**config.mk**
```make
export PLATFORM = sky130hd
export DESIGN_NAME = ps2_kbd_wb
export DESIGN_NICKNAME = d
export VERILOG_FILES = /design/src/rtl/ps2_kbd_wb.sv
export SDC_FILE = /design/constraint.sdc
export NUM_CORES = 1
export LEC_CHECK = 0
export ABC_CLOCK_PERIOD_IN_PS = 2500
export BUFFER_PORTS_ARGS = -buffer_cell sky130_fd_sc_hd__buf_2
export CAP_MARGIN = 20
export CORE_AREA = 2 2 157 159
export DETAILED_ROUTE_END_ITERATION = 8
export DIE_AREA = 0 0 159 161
export SYNTH_ARGS = -nofsm -noshare
export SYNTH_HDL_FRONTEND = slang
export SYNTH_SLANG_ARGS = --single-unit
export TNS_END_PERCENT = 100
```
**constraint.sdc**
```tcl
create_clock -name clk -period 2.5 [get_ports clk]
set_input_delay 0.375 -clock clk [delete_from_list [all_inputs] [get_ports clk]]
set_output_delay 0.375 -clock clk [all_outputs]
set_load 0.005 [all_outputs]
```
**src/rtl/ps2_kbd_wb.sv**
```systemverilog
// ps2_kbd_wb: PS/2 keyboard receiver with a scan-code FIFO behind a Wishbone slave.
// Ports:
//   clk, rst      system clock, asynchronous active-high reset
//   PS2C, PS2D    raw PS/2 clock and data pins
//   STB, WE       Wishbone strobe and write enable
//   ADDR          byte address, ADDR[2] selects DATA (0) or STATUS (1)
//   DAT_I         write data, bit 0 of a STATUS write clears ovf/perr
//   DAT_O, ACK    registered read data and single-cycle acknowledge
//   irq           registered FIFO-non-empty indication
module ps2_kbd_wb #(
    parameter int FIFO_DEPTH = 16,
    parameter int TIMEOUT    = 100000
) (
    input  logic        clk,
    input  logic        rst,
    input  logic        PS2C,
    input  logic        PS2D,
    input  logic        STB,
    input  logic        WE,
    input  logic [31:0] ADDR,
    input  logic [31:0] DAT_I,
    output logic [31:0] DAT_O,
    output logic        ACK,
    output logic        irq
);
    localparam int AW = $clog2(FIFO_DEPTH);
    localparam int CW = AW + 1;
    localparam int TW = $clog2(TIMEOUT + 1);
    typedef enum logic [1:0] {S_IDLE, S_DATA, S_PARITY, S_STOP} state_t;
    state_t        r_state, w_next;
    logic          r_c_meta, r_c_sync, r_c_prev, r_d_meta, r_d_sync;
    logic [2:0]    r_bit;
    logic [7:0]    r_sh;
    logic          r_par;
    logic [TW-1:0] r_tmo;
    logic          r_push_v, r_perr_set;
    logic [7:0]    r_push_d;
    logic [7:0]    r_mem [FIFO_DEPTH];
    logic [AW-1:0] r_wp, r_rp;
    logic [CW-1:0] r_cnt;
    logic          r_ovf, r_perr;
    logic          w_fall, w_to, w_stop, w_ok;
    logic          w_acc, w_ne, w_pop, w_full, w_wr, w_ovf_set, w_clr;
    logic [7:0]    w_head;
    logic [31:0]   w_cnt32, w_status, w_data;
    logic          w_unused;
    // Edge is taken between the last two synchronized samples of PS2C.
    assign w_fall = r_c_prev & ~r_c_sync;
    // A partial frame is abandoned once the line stalls for TIMEOUT cycles.
    assign w_to   = (r_state != S_IDLE) & ~w_fall & (r_tmo == TW'(TIMEOUT - 1));
    assign w_stop = w_fall & (r_state == S_STOP);
    assign w_ok   = r_d_sync & (^{r_par, r_sh});
    always_comb begin
        w_next = r_state;
        if (w_to)
            w_next = S_IDLE;
        else if (w_fall)
            case (r_state)
                S_IDLE:   w_next = r_d_sync ? S_IDLE : S_DATA;
                S_DATA:   w_next = (r_bit == 3'd7) ? S_PARITY : S_DATA;
                S_PARITY: w_next = S_STOP;
                default:  w_next = S_IDLE;
            endcase
    end
    always_ff @(posedge clk or posedge rst) begin
        if (rst) begin
            r_state    <= S_IDLE;
            r_c_meta   <= 1'b1;
            r_c_sync   <= 1'b1;
            r_c_prev   <= 1'b1;
            r_d_meta   <= 1'b1;
            r_d_sync   <= 1'b1;
            r_bit      <= '0;
            r_sh       <= '0;
            r_par      <= 1'b0;
            r_tmo      <= '0;
            r_push_v   <= 1'b0;
            r_push_d   <= '0;
            r_perr_set <= 1'b0;
        end else begin
            r_state    <= w_next;
            r_c_meta   <= PS2C;
            r_c_sync   <= r_c_meta;
            r_c_prev   <= r_c_sync;
            r_d_meta   <= PS2D;
            r_d_sync   <= r_d_meta;
            r_bit      <= (r_state != S_DATA || w_to) ? 3'd0 : w_fall ? r_bit + 3'd1 : r_bit;
            r_sh       <= (w_fall && r_state == S_DATA) ? {r_d_sync, r_sh[7:1]} : r_sh;
            r_par      <= (w_fall && r_state == S_PARITY) ? r_d_sync : r_par;
            r_tmo      <= (r_state == S_IDLE || w_fall) ? '0 : r_tmo + 1'b1;
            r_push_v   <= w_stop & w_ok;
            r_push_d   <= r_sh;
            r_perr_set <= w_stop & ~w_ok;
        end
    end
    assign w_acc     = STB & ~ACK;
    assign w_ne      = r_cnt != '0;
    assign w_head    = w_ne ? r_mem[r_rp] : 8'h00;
    assign w_pop     = w_acc & ~WE & ~ADDR[2] & w_ne;
    assign w_full    = r_cnt == CW'(FIFO_DEPTH);
    // A pop in the same cycle frees the slot, so a full FIFO still accepts the byte.
    assign w_wr      = r_push_v & (~w_full | w_pop);
    assign w_ovf_set = r_push_v & w_full & ~w_pop;
    assign w_clr     = w_acc & WE & ADDR[2] & DAT_I[0];
    assign w_cnt32   = 32'(r_cnt);
    assign w_status  = {25'b0, r_ovf, r_perr, w_cnt32[4:0]};
    assign w_data    = {23'b0, w_ne, w_head};
    assign w_unused  = &{1'b0, ADDR[31:3], ADDR[1:0], DAT_I[31:1], w_cnt32[31:5]};
    always_ff @(posedge clk) begin
        if (w_wr)
            r_mem[r_wp] <= r_push_d;
    end
    always_ff @(posedge clk or posedge rst) begin
        if (rst) begin
            r_wp   <= '0;
            r_rp   <= '0;
            r_cnt  <= '0;
            r_ovf  <= 1'b0;
            r_perr <= 1'b0;
            ACK    <= 1'b0;
            DAT_O  <= '0;
            irq    <= 1'b0;
        end else begin
            r_wp   <= w_wr ? r_wp + 1'b1 : r_wp;
            r_rp   <= w_pop ? r_rp + 1'b1 : r_rp;
            r_cnt  <= r_cnt + CW'(w_wr) - CW'(w_pop);
            r_ovf  <= w_ovf_set | (r_ovf & ~w_clr);
            r_perr <= r_perr_set | (r_perr & ~w_clr);
            ACK    <= w_acc;
            DAT_O  <= w_acc ? (WE ? 32'h0 : ADDR[2] ? w_status : w_data) : DAT_O;
            irq    <= w_ne;
        end
    end
endmodule

```
# Yosys cells after proc, flatten, opt, wreduce, memory -nomap -nowiden

Memories as Yosys holds them, arrays and structs flattened.
Cells that the tools add are included.
Widths: inputs -> output; s select.

Bits in registers: 95
Bits in writable memories: 128
Bits in latches: 0
Memories kept: 1
Logic and storage cells: 89
Memory bits (read-only): 0

Memories:

| memory | words | bits a word | read ports | clocked after memory_dff | write ports | RTL line | source |
|---|---|---|---|---|---|---|---|
| r_mem  | 16    | 8           | 1          | 0                        | 1           | 38       | `logic [7:0] r_mem [FIFO_DEPTH];` |

Multiply operators: 0
Divide/modulo/power cells: 0
Shifts and indexed selects: 0
Bitwise logic cells: 31
Add/subtract/negate cells: 6
Equal/unequal tests: 7
Magnitude comparators: 0
Multiplexer cells: 13
Reduce and logical (&&, ||, !) cells: 10

Operators with widths:

| kind                  | number |
|---|---|
| $and 1x1->1           | 19 |
| $mux 9                | 2 |
| $add 17x1->17 const B | 1 |
| $eq 17x17->1 const B  | 1 |
| $mux 17               | 1 |
| $not 1->1             | 9 |
| $reduce_xor 9->1      | 1 |
| $add 4x1->4 const B   | 2 |
| $mux 8                | 1 |
| $mux 2                | 3 |
| $mux 3                | 2 |
| $pmux 2 s3            | 1 |
| $reduce_bool 2->1     | 3 |
| $add 5x1->5           | 1 |
| $eq 5x5->1 const B    | 1 |
| $reduce_bool 5->1     | 1 |
| $sub 5x1->5           | 1 |
| $eq 2x2->1 const B    | 2 |
| $add 3x1->3 const B   | 1 |
| $eq 3x3->1 const B    | 1 |
| $mux 1                | 3 |
| $or 1x1->1            | 3 |
| $eq 2x1->1 const B    | 1 |
| $logic_and 1x1->1     | 2 |
| 3 further kinds       | 4 |

# Longest topological paths before layout

Depth after elaboration: 9
Mapped depth: 14
Mapped depth without buffers: 13

# Worst setup path before layout

No wires, ideal clock.

Path type: reg-to-reg
Start: register ACK
End: register r_cnt[4]
Library setup time: 123 ps
Slack: -30 ps
Required time: 2377 ps
Period minus slack after synthesis: 2530 ps
Arrival: 2407 ps
Stages on the path, launching flop included: 14
Path buffers: 1
Cells stage by stage: dfrtp_1 nand2b_1 nor3_1 o21a_1 clkbuf_1 inv_1 ha_1 inv_1 ha_1 fa_1 a21oi_1 nor2_1 nor2_1 xnor2_1

Longest elaborated chain between the ends: 9

RTL lines:

| element                    | RTL line | source |
|---|---|---|
| start: declaration         | 23       | `output logic ACK,` |
| start signal: assignment   | 129      | `ACK <= w_acc;` |
| $not 1->1 *                | 96       | `assign w_acc = STB & ~ACK;` |
| $and 1x1->1 *              | 96       |  |
| $and 1x1->1 * (3 in a row) | 99       | `assign w_pop = w_acc & ~WE & ~ADDR[2] & w_ne;` |
| $or 1x1->1                 | 102      | `assign w_wr = r_push_v & (~w_full \| w_pop);` |
| $and 1x1->1                | 102      |  |
| $add 5x1->5                | 126      | `r_cnt <= r_cnt + CW'(w_wr) - CW'(w_pop);` |
| $sub 5x1->5 *              | 126      |  |
| end signal: assignment     | 126      |  |
| end: declaration           | 40       | `logic [CW-1:0] r_cnt;` |

Mark *: on every way between the ends. The rest lies on a longest branch, timed or not.
A chain may end at the register's enable or synchronous reset.

# Worst setup path after layout

Start: register r_cnt[2]
End: register r_cnt[4]

Longest elaborated chain between the ends: 6

RTL lines:

| element                                                | RTL line |
|---|---|
| $reduce_bool 5->1 / $eq 5x5->1 (equally long branches) | 97, 100 |
| $and 1x1->1 / $not 1->1 (equally long branches)        | 99, 102 |
| $or 1x1->1                                             | 102 |
| $and 1x1->1                                            | 102 |
| $add 5x1->5                                            | 126 |
| $sub 5x1->5 *                                          | 126 |

Marks and branches as above.

==> results.toml <==
[clock_tree]
clk_path_buf_depth = 2
clkTransAtPathRegs_ns = 0.08
htreeDepth = 4
clock_latency_ns = 0.44
cts_sinks = 200
numCtsBuffers = 17
root_buffer = "clkbuf_16"
cts_tree = "yes"

[route]
via_per_inst = 4.682
routed_wl_um = 15070
drc = 0
post_drt_wl_per_cell_um = 16.95
ant_nets = 0
vias = 4162
dr.pass1.iters = 4
drtIter0Drc = 285

[critical_path]
slowest_delay_ns = 0.39
start_kind = "flip-flop"
cp.depth = 13
reg2reg_depth = 13
r2r-start = "r_cnt[2]"
critical_path_arrival_ns = 2.76
crit_start = "r_cnt[2]"
worstPathRequired_ns = 2.87
path_delay_family = "adder cells"
critPathSlowestCell = "dfrtp_1"
cp-end-kind = "flip-flop"
crit_type = "reg -> reg"
crit_path_max_fanout = 2
r2r-end = "r_cnt[4]"
r2r_slack_ns = 0.11
timing.critical_path.to = "r_cnt[4]"
crit_chain = "inv_1 > ha_4 > nor4b_4 > buf_4 > nor4_4 > ha_1 > inv_1 > ha_2 > fa_2 > a21oi_2 > nor2_1 > nor2_1 > xnor2_1"
path_buf_inv = 3

[logic_synthesis]
ys_types = 45
netlist_instances = 499
ys_warn_count = 0
ys_seq_area_frac = 0.6861
synth_edf_count = 128
ys_seq_elements = 200
synth.avg_cell_area_um2 = 16.51
synth_ff_type = "edfxtp_1"
yosysTopAreaCell = "edfxtp_1"
synth_area_leaders = "edfxtp_1 47%, dfrtp_1 20%, mux4_2 8.7%"
synth.top_cell.area_share = 0.4666
synthArstFlopShare = 0.3600
netlist_area_mm2 = 0.008238

[placed_design]
place_hpwl_um = 9883
gp_congestion = 0.7383
dp_worst_setup_slack_ns = -0.03171
portBuffers = 18

[timing]
post-route-min-period_ns = 2.392
finalHoldViolCount = 0
finClkSkew_ns = 0.01436
finalWorstSetupSlack_ns = 0.1083
hold_ws_ns = 0.04236
final.setup.tns_ns = 0
rsz0062_at_grt = "false"
timing.slew.headroom = 0.3086
finalSetupViolCount = 0
fmax_mhz = 418.1
finalCritPeriodShare = 0.9567
drv_slew = 0
worstMarginPinSlew_ns = 1.035

[finish]
insertedDiodeCount = 0
area_growth_pct = 14.82
fin_util = 0.3947
fill_cells = 2209
seq_area_mm2 = 0.005653
layout-drive-gt1-share = 0.2513
multi_input_area_mm2 = 0.002376
fin_nets = 637

[status]
status = "finished, final reports clean"

[worst_hold_path]
hp-class = "in -> reg"

[global_routing]
antenna_found_initial = 0
grt_max_degree = 51
grt_pass1_wl_um = 23810
first_global_vias = 4339
groute.usage.overall = 0.1213
grt_overflow = 0

[pwr]
p_leak_nw = 3.489
ir_worst_vdd_v = 0.0007087
power_density_mw_per_mm2 = 1016

[run]
max_cap_violations = 0

[die]
die_w_um = 159
die_h_um = 161
ios = 104
start_util = 0.3438
coreArea_mm2 = 0.02396
die-area_mm2 = 0.02560
rows = 57
layout by cell type, fill, tap and decap left out, types with 8 or more instances in the layout:
cell type  instances
mux2_2             9
mux4_2            32
buf_4             31
buf_2             18
conb_1            23
nand2_1           21
edfxtp_1         128
xnor2_1           17
inv_1             13
dfrtp_1           66
ha_1              12
xor2_1            14
nor2_1            37
nand3_1           10
clkbuf_16         17
nand4_1            8
mux2i_1           16
nor3_1             8
worst reg2reg max path, cell delays in order, from the launching register on:
cell     delay [ns]
dfrtp_1        0.39
inv_1          0.12
ha_4           0.16
nor4b_4        0.18
buf_4          0.16
nor4_4         0.05
ha_1           0.27
inv_1          0.04
ha_2           0.19
fa_2           0.36
a21oi_2        0.14
nor2_1         0.05
nor2_1         0.12
xnor2_1        0.12
how the worst min path moves through the flow:
stage	cells after the start	slack (ns)	startpoint	end
floorplan	0	0.35	r_c_meta	r_c_sync
global placement	0	0.35	r_c_meta	r_c_sync
detailed placement	0	0.35	r_c_meta	r_c_sync
CTS	1	0.02	PS2C	r_c_meta
global route	1	0.02	PS2C	r_c_meta
finish	1	0.04	PS2C	r_c_meta
per-layer routing:
metal / track usage / up-vias / routed length, µm
li1: - / 1925 / -
met1: 0.1561 / 2155 / 6700
met2: 0.2059 / 71 / 7634
met3: 0.03107 / 11 / 489
met4: 0.03182 / 0 / 240
met5: 0 / - / 0
logic make-up after synthesis:
logic type	count (synthesis)	synth area share
flip-flops	200	0.6861
AND/OR/NAND/NOR	105	0.06713
multiplexers	58	0.1206
buffers and inverters	56	0.03919
AO/OA/AOI/OAI	32	0.02719
XOR/XNOR	32	0.03569
adder cells (fa/ha/maj)	15	0.02369
other	1	0.0004552
cell type report:
type | count | share of cell area
sequential | 200 | 0.5976
timing repair buffer | 53 | 0.04153
inverter | 15 | 0.005952
clock inverter | 15 | 0.01587
multi-input combinational | 265 | 0.2512
clock buffer | 17 | 0.04497
tap | 324 | 0.04286
power breakdown:
group | leakage (nW) | total [W] | switching, W | internal (W)
clock | 0.278 | 0.00265 | 0.00132 | 0.00133
sequential | 2.05 | 0.00473 | 0.000564 | 0.00416
combinational | 1.16 | 0.00223 | 0.00103 | 0.00121
total | 3.49 | 0.00961 | 0.00291 | 0.00670
timing repair:
| item | in CTS | in global routing |
|---|---|---|
| endpoints found under the setup margin | 1 | 4 |
| gates resized for setup | 4 | 3 |
| hold buffers | 1 | 0 |
| pin swaps | 3 | 4 |
| setup buffers | 1 | 4 |
| endpoints found under the hold margin | 22 | 0 |
state kept, by name, summed over array words and instances (netlist names), 4 cells and up:
name / flops
r_tmo: 17
r_wp: 4
r_sh: 8
r_rp: 4
DAT_O: 9
r_cnt: 5
r_mem: 128
r_push_d: 8
stage by stage:
step           cell area (µm²)  cells  total power (W)
2_1_floorplan             8322    521         0.006267
3_3_place_gp              8806    851         0.006860
3_5_place_dp              8806    851         0.006964
4_1_cts                   9410    885         0.009634
5_1_grt                   9459    889          0.01009
6_report                  9459    889         0.009610
synth_stat cells, types with 3 or more instances:
| master | number |
|---|---|
| xor2_1 | 14 |
| edfxtp_1 | 128 |
| nand3_1 | 10 |
| mux2i_1 | 16 |
| buf_4 | 23 |
| nand3b_1 | 3 |
| nand2b_1 | 6 |
| nor2_1 | 37 |
| clkbuf_1 | 8 |
| nand2_1 | 21 |
| a21o_1 | 3 |
| o22ai_1 | 7 |
| dfstp_2 | 5 |
| xnor2_1 | 17 |
| mux4_2 | 32 |
| buf_1 | 3 |
| inv_1 | 15 |
| a21oi_1 | 8 |
| dfrtp_1 | 67 |
| mux2_2 | 9 |
| buf_2 | 5 |
| nand4_1 | 8 |
| ha_1 | 14 |
| nor3_1 | 8 |
| o21ai_0 | 3 |
| a221o_1 | 7 |
Power figures use the tool's default switching activity.
